===== src/rtl/div_issue_ctrl_pkg.sv =====
// Shared definitions for the divider issue controller: FSM state encodings,
// HI/LO result field positions and the default annul hold length.
package div_issue_ctrl_pkg;

    typedef enum logic [1:0] {
        DIV_CTRL_IDLE    = 2'd0,
        DIV_CTRL_BUSY    = 2'd1,
        DIV_CTRL_RELEASE = 2'd2,
        DIV_CTRL_ABORT   = 2'd3
    } div_ctrl_state_e;

    localparam int unsigned DIV_DATA_W           = 32;
    localparam int unsigned DIV_ABORT_CYCLES_DEF = 2;

    // Divider result layout: remainder in the upper half, quotient in the lower.
    localparam int unsigned DIV_HI_MSB = 63;
    localparam int unsigned DIV_HI_LSB = 32;
    localparam int unsigned DIV_LO_MSB = 31;
    localparam int unsigned DIV_LO_LSB = 0;

    function automatic logic [DIV_DATA_W-1:0] div_res_hi(input logic [2*DIV_DATA_W-1:0] res);
        return res[DIV_HI_MSB:DIV_HI_LSB];
    endfunction

    function automatic logic [DIV_DATA_W-1:0] div_res_lo(input logic [2*DIV_DATA_W-1:0] res);
        return res[DIV_LO_MSB:DIV_LO_LSB];
    endfunction

endpackage


===== src/rtl/div_issue_ctrl.sv =====
// EX-stage controller in front of the iterative divider: latches operands, runs the
// start/annul handshake, stalls the pipeline and captures HI/LO. Optional DIV_STALL_CNT_EN.
module div_issue_ctrl
    import div_issue_ctrl_pkg::*;
#(
    parameter int unsigned ABORT_CYCLES = DIV_ABORT_CYCLES_DEF,
    parameter int unsigned DATA_W       = DIV_DATA_W
) (
    input  logic                  clk,
    input  logic                  rst,
    input  logic                  div_req_i,
    input  logic                  div_signed_i,
    input  logic [DATA_W-1:0]     op_a_i,
    input  logic [DATA_W-1:0]     op_b_i,
    input  logic                  flush_i,
    output logic                  div_start_o,
    output logic                  div_annul_o,
    output logic                  div_signed_o,
    output logic [DATA_W-1:0]     div_opa_o,
    output logic [DATA_W-1:0]     div_opb_o,
    input  logic [2*DATA_W-1:0]   div_result_i,
    input  logic                  div_ready_i,
    output logic                  stall_o,
    output logic                  hilo_we_o,
    output logic [DATA_W-1:0]     hi_o,
    output logic [DATA_W-1:0]     lo_o
`ifdef DIV_STALL_CNT_EN
   ,output logic [31:0]           stall_cnt_o
`endif
);

    localparam int unsigned CNT_W = (ABORT_CYCLES > 1) ? $clog2(ABORT_CYCLES) : 1;
    localparam logic [CNT_W-1:0] ABORT_LOAD = CNT_W'(ABORT_CYCLES - 1);

    div_ctrl_state_e   state, state_next;
    logic [CNT_W-1:0]  abort_cnt;
    logic [DATA_W-1:0] opa_q, opb_q;
    logic              signed_q;
    logic              accept;
    logic              complete;
    logic              cancel;

    assign accept   = (state == DIV_CTRL_IDLE) && div_req_i && !flush_i;
    assign cancel   = (state == DIV_CTRL_BUSY) && flush_i;
    assign complete = (state == DIV_CTRL_BUSY) && div_ready_i && !flush_i;

    always_ff @(posedge clk) begin
        if (rst) begin
            state <= DIV_CTRL_IDLE;
        end else begin
            state <= state_next;
        end
    end

    always_comb begin
        state_next = state;
        unique case (state)
            DIV_CTRL_IDLE: begin
                if (accept) state_next = DIV_CTRL_BUSY;
            end
            DIV_CTRL_BUSY: begin
                if (flush_i)          state_next = DIV_CTRL_ABORT;
                else if (div_ready_i) state_next = DIV_CTRL_RELEASE;
            end
            DIV_CTRL_RELEASE: state_next = DIV_CTRL_IDLE;
            DIV_CTRL_ABORT: begin
                if (abort_cnt == '0) state_next = DIV_CTRL_IDLE;
            end
            default: state_next = DIV_CTRL_IDLE;
        endcase
    end

    // In ABORT/RELEASE a waiting request is held off until IDLE can accept it.
    always_comb begin
        div_start_o = 1'b0;
        div_annul_o = 1'b0;
        stall_o     = 1'b0;
        unique case (state)
            DIV_CTRL_IDLE: begin
                stall_o = div_req_i && !flush_i;
            end
            DIV_CTRL_BUSY: begin
                div_start_o = 1'b1;
                stall_o     = !div_ready_i;
            end
            DIV_CTRL_RELEASE: begin
                stall_o = div_req_i;
            end
            DIV_CTRL_ABORT: begin
                div_annul_o = 1'b1;
                stall_o     = div_req_i;
            end
            default: begin
                stall_o = 1'b0;
            end
        endcase
    end

    always_ff @(posedge clk) begin
        if (rst) begin
            abort_cnt <= '0;
        end else if (cancel) begin
            abort_cnt <= ABORT_LOAD;
        end else if ((state == DIV_CTRL_ABORT) && (abort_cnt != '0)) begin
            abort_cnt <= abort_cnt - 1'b1;
        end
    end

    always_ff @(posedge clk) begin
        if (rst) begin
            opa_q    <= '0;
            opb_q    <= '0;
            signed_q <= 1'b0;
        end else if (accept) begin
            opa_q    <= op_a_i;
            opb_q    <= op_b_i;
            signed_q <= div_signed_i;
        end
    end

    assign div_opa_o    = opa_q;
    assign div_opb_o    = opb_q;
    assign div_signed_o = signed_q;

    // A flush in the same cycle as ready wins, so the strobe and capture are suppressed.
    always_ff @(posedge clk) begin
        if (rst) begin
            hilo_we_o <= 1'b0;
            hi_o      <= '0;
            lo_o      <= '0;
        end else begin
            hilo_we_o <= complete;
            if (complete) begin
                hi_o <= div_res_hi(div_result_i);
                lo_o <= div_res_lo(div_result_i);
            end
        end
    end

`ifdef DIV_STALL_CNT_EN
    always_ff @(posedge clk) begin
        if (rst) begin
            stall_cnt_o <= '0;
        end else if (stall_o) begin
            stall_cnt_o <= stall_cnt_o + 32'd1;
        end
    end
`endif

endmodule


===== config.mk =====
export PLATFORM = sky130hd
export DESIGN_NAME = div_issue_ctrl
export DESIGN_NICKNAME = d
export VERILOG_FILES = /design/src/rtl/div_issue_ctrl_pkg.sv /design/src/rtl/div_issue_ctrl.sv
export SDC_FILE = /design/constraint.sdc
export NUM_CORES = 1
export LEC_CHECK = 0
export ABC_CLOCK_PERIOD_IN_PS = 2200
export BUFFER_PORTS_ARGS = -buffer_cell sky130_fd_sc_hd__buf_2
export CAP_MARGIN = 0
export CORE_MARGIN = 2
export CORE_UTILIZATION = 44
export DETAILED_ROUTE_END_ITERATION = 12
export GPL_TIMING_DRIVEN = 0
export PLACE_DENSITY = 0.92
export SLEW_MARGIN = 10
export SYNTH_ARGS = -nofsm -noshare
export SYNTH_HDL_FRONTEND = slang
export SYNTH_SLANG_ARGS = --single-unit

===== constraint.sdc =====
create_clock -name clk -period 2.2 [get_ports clk]
set_clock_uncertainty 0.15 [all_clocks]
set_input_delay 0.66 -clock clk [delete_from_list [all_inputs] [get_ports clk]]
set_output_delay 0.66 -clock clk [all_outputs]
set_load 0.02 [all_outputs]

Word level (Yosys, flattened, before mapping)
Cells that the tools add are included.
W data, S select, Z words.

word-level totals
  register bits after elaboration = 133

operators by class
  add/sub/neg operators = 1
  eq/ne operators = 6
  muxes and demuxes = 10
  reduce and logical (&&, ||, !) cells = 13

operators with widths
  operator               count
  $mux W2                4
  $pmux W2 S4            1
  $logic_and A1 B1 Y1    7
  $eq A2 B2 Y1 const B   2
  $mux W1                4
  $ne A2 B2 Y1 const B   2
  $ne A3 B3 Y1 const B   1
  $pmux W1 S3            1
  $reduce_and A3 Y1      1
  $eq A2 B1 Y1 const B   1
  $logic_not A1 Y1       2
  $logic_not A2 Y1       1
  $reduce_bool A2 Y1     1
  $reduce_or A2 Y1       1
  $sub A1 B1 Y1 const B  1

Depth between registers and ports, before layout
  depth in word-level cells = 5
  gate-level depth with buffers = 6
  mapped depth without buffers = 3

Worst setup path before layout
Ideal clock, no wire load.

  kind = reg2out
  start point = reg state[0]
  end point = out stall_o
  arrival = 1.150 ns
  data required time = 1.390 ns
  path slack = 0.240 ns
  cell stages (with the launch flop) = 4
  path buffers = 1
  cells stage by stage = dfxtp_1 > buf_2 > nor2b_1 > a22o_1

on the way
  longest elaborated chain between the ends = 3
  elaborated cells between the ends (all ways) = 6
  those cells by class = 3 x eq/ne; 1 x mux; 2 x reduce/logical

RTL lines
  item                        RTL line              text
  from (decl)                 div_issue_ctrl.sv:35  div_ctrl_state_e state, state_next;
  from (signal assigned)      div_issue_ctrl.sv:51  state <= state_next;
  $eq A2 B2 Y1                div_issue_ctrl.sv:78  unique case (state)
  $reduce_or A2 Y1 (no line)  -
  $pmux W1 S3 *               div_issue_ctrl.sv:78
  to (decl)                   div_issue_ctrl.sv:23  output logic stall_o,

Every way passes the cells marked *; elsewhere a longest branch is shown, timed or not.

Worst setup path after layout
  start point = reg state[1]
  end point = out stall_o

Same word-level chain as after synthesis.

==> flow_summary.ini <==
[grt]
grt-ovfl-total = 0
grt_pass1_wl_mm = 20.9
grt_pass1_vias = 4562
antenna_found_initial = 0
grt_max_degree = 17
track_usage_pct = 23.0

[floorplanning]
io-pin-count = 267
rows = 37
start_util_pct = 45.2
die_h_um = 107
dieWidth_um = 107
dieArea_um2 = 11400
core_area_um2 = 10300

[layout]
drive_above_1_share_pct = 36.8
antenna_cells = 0
fin_nets = 1002
design_area_um2 = 6760
fin_util_pct = 65.8
num-fill-cells = 917
area_delta_synth_final_pct = 45.6

[yosys]
synth_nets = 716
ys_seq_area_share_pct = 57.4
ys_seq_elements = 133
syn_area_per_cell_um2 = 7.97
ys_types = 22
synth_area_um2 = 4640
synthCells = 582
yosysWarningCount = 0

[hold_path]
min_from = op_a_i[19]
hold_class = input port to flop

[clocking]
cts.sink_count = 133
cts_tree = done
htreeDepth = 4
cts.path.max_buffers = 2
clk_pin_slew_ns = 0.07
clock_latency_ns = 0.48
hold_buffers = 0
cts_root_buf = clkbuf_8
cts-buffers-inserted = 17

[setup_path]
worstSetupStartpointType = flop
critPathLaunch = state[1]$_SDFFE_PP0P_
required_ns = 1.39
r2r_start = state[0]$_SDFFE_PP0P_
cp-end-kind = output pin
crit_type = flop to output pin
crit_path_max_fanout = 7
crit_chain = o21bai_4 -> a22o_1 -> buf_6
max_stage_delay_ns = 0.37
critical_path.slowest_cell = dfxtp_4
cp.arrival_ns = 1.36

[routing]
drc = 0
drt-total-wl_mm = 13.6
drt_first_pass_iters = 4
vias = 4836
ant_nets = 0
viasPerCell = 4.76
drtIter0Drc = 253
wl_per_cell_um = 13.4

[pwr]
ir_drop_mv = 0.628
total_leakage_power_uw = 0.00315
powerDensity_nw_per_um2 = 861
finalPower_uw = 5820

[placed_design]
place_congestion = 0.839
place_ws_ns = -0.159
dp_hpwl_mm = 10.1
io_buffers = 265
place_area_um2 = 6140

[timing]
maxSlewHeadroom_pct = 56.5
final.min_clock_period_ns = 2.17
holdWs_ns = 0.250
tightestPinTransition_ns = 0.652
final_max_slew_viol_count = 0
finalHoldViolCount = 0
finalCritPeriodShare_pct = 98.7
rsz0062_at_grt = true
fmaxAchievable_mhz = 461
final.setup.worst_slack_ns = 0.0293
setup_violations = 0

[flow_run]
maxCapViolCount = 0

[outcome]
run_status = finished, final reports clean
sequential cells by signal, summed over array words and instances (netlist names):
register      flops
div_opb_o        32
hilo_we_o         1
div_signed_o      1
lo_o             32
abort_cnt         1
state             2
hi_o             32
div_opa_o        32
through the flow:
| step | instances | TNS, ns |
|---|---|---|
| after floorplan | 582 | 0 |
| after global placement | 983 | -1.16 |
| after detailed placement | 983 | -1.53 |
| after CTS | 1017 | -0.0166 |
| after global routing | 1017 | -0.0111 |
| final | 1017 | 0 |
critical path, delay by kind of cell (launching register included):
| family | cells | cell delay (ns) |
|---|---|---|
| AOI/OAI and AO/OA | 2 | 0.37 |
| buffers and inverters | 1 | 0.14 |
| DFF | 1 | 0.37 |
synthesized netlist by cell type, drive strengths merged:
master / n / share of area, %
a21boi: 1 / 0.16
a21oi: 131 / 14
a22o: 1 / 0.19
and2: 1 / 0.13
buf: 27 / 3.7
clkbuf: 18 / 1.5
dfxtp: 133 / 57
inv: 2 / 0.16
nand2: 258 / 21
nand4bb: 1 / 0.24
nor2: 1 / 0.081
nor2b: 1 / 0.13
nor3: 1 / 0.11
nor4b: 1 / 0.19
nor4bb: 1 / 0.22
o21bai: 1 / 0.16
o311a: 1 / 0.22
o31ai: 1 / 0.16
or4b: 1 / 0.30
logic make-up after synthesis:
family	after synthesis	share of synthesized area, %
AO/OA/AOI/OAI	136	15.0
buffers and inverters	47	5.34
flip-flops	133	57.4
AND/OR/NAND/NOR	266	22.3
metal layers:
layer	part of all wire (%)	GRT usage, %	up-vias
li1	-	-	2445
met1	40	25.7	2212
met2	52	41.5	165
met3	7.1	7.05	14
met4	1.2	7.33	0
met5	0	0	-
timing repair:
item | CTS | global route
resized for setup | 8 | 2
buffers inserted | 3 | 1
pin swaps | 1 | 1
setup endpoints to repair | 2 | 2
cell usage in the layout, fill, tap and decap left out, types with 4 or more instances in the layout:
master and n:
buf_6 6, dfxtp_1 131, a21oi_1 131, clkinv_4 4, clkbuf_16 16, nand2_1 258, clkbuf_1 20, inv_6 4
buf_2 274, buf_1 5, buf_4 9
cell type report:
cell class / instances / area (um2) / area share, %
timing repair buffer: 269 / 1360 / 20.2
multi-input combinational: 402 / 1750 / 25.9
buffer: 43 / 230 / 3.41
sequential: 133 / 2670 / 39.5
inverter: 2 / 7.51 / 0.111
tap: 136 / 170 / 2.52
clock buffer: 19 / 422 / 6.24
clock inverter: 13 / 150 / 2.22
path summary, 6_finish.rpt:
| check | endpoint | slack [ns] | depth (start not counted) |
|---|---|---|---|
| hold reg to reg | div_signed_o$_SDFFE_PP0P_ | 0.30 | 2 |
| hold / removal | div_opa_o[19]$_SDFFE_PP0P_ | 0.25 | 3 |
| setup / recovery | stall_o | 0.03 | 3 |
| setup reg to reg | div_opb_o[4]$_SDFFE_PP0P_ | 0.26 | 7 |
power by group:
part           internal (uW)  switching, uW  leakage (uW)
clock                   1630           1070      0.000274
sequential              2490           41.1       0.00108
combinational            237            348       0.00179
total                   4360           1460       0.00315
Note: power is estimated with default switching activity, not from simulation.
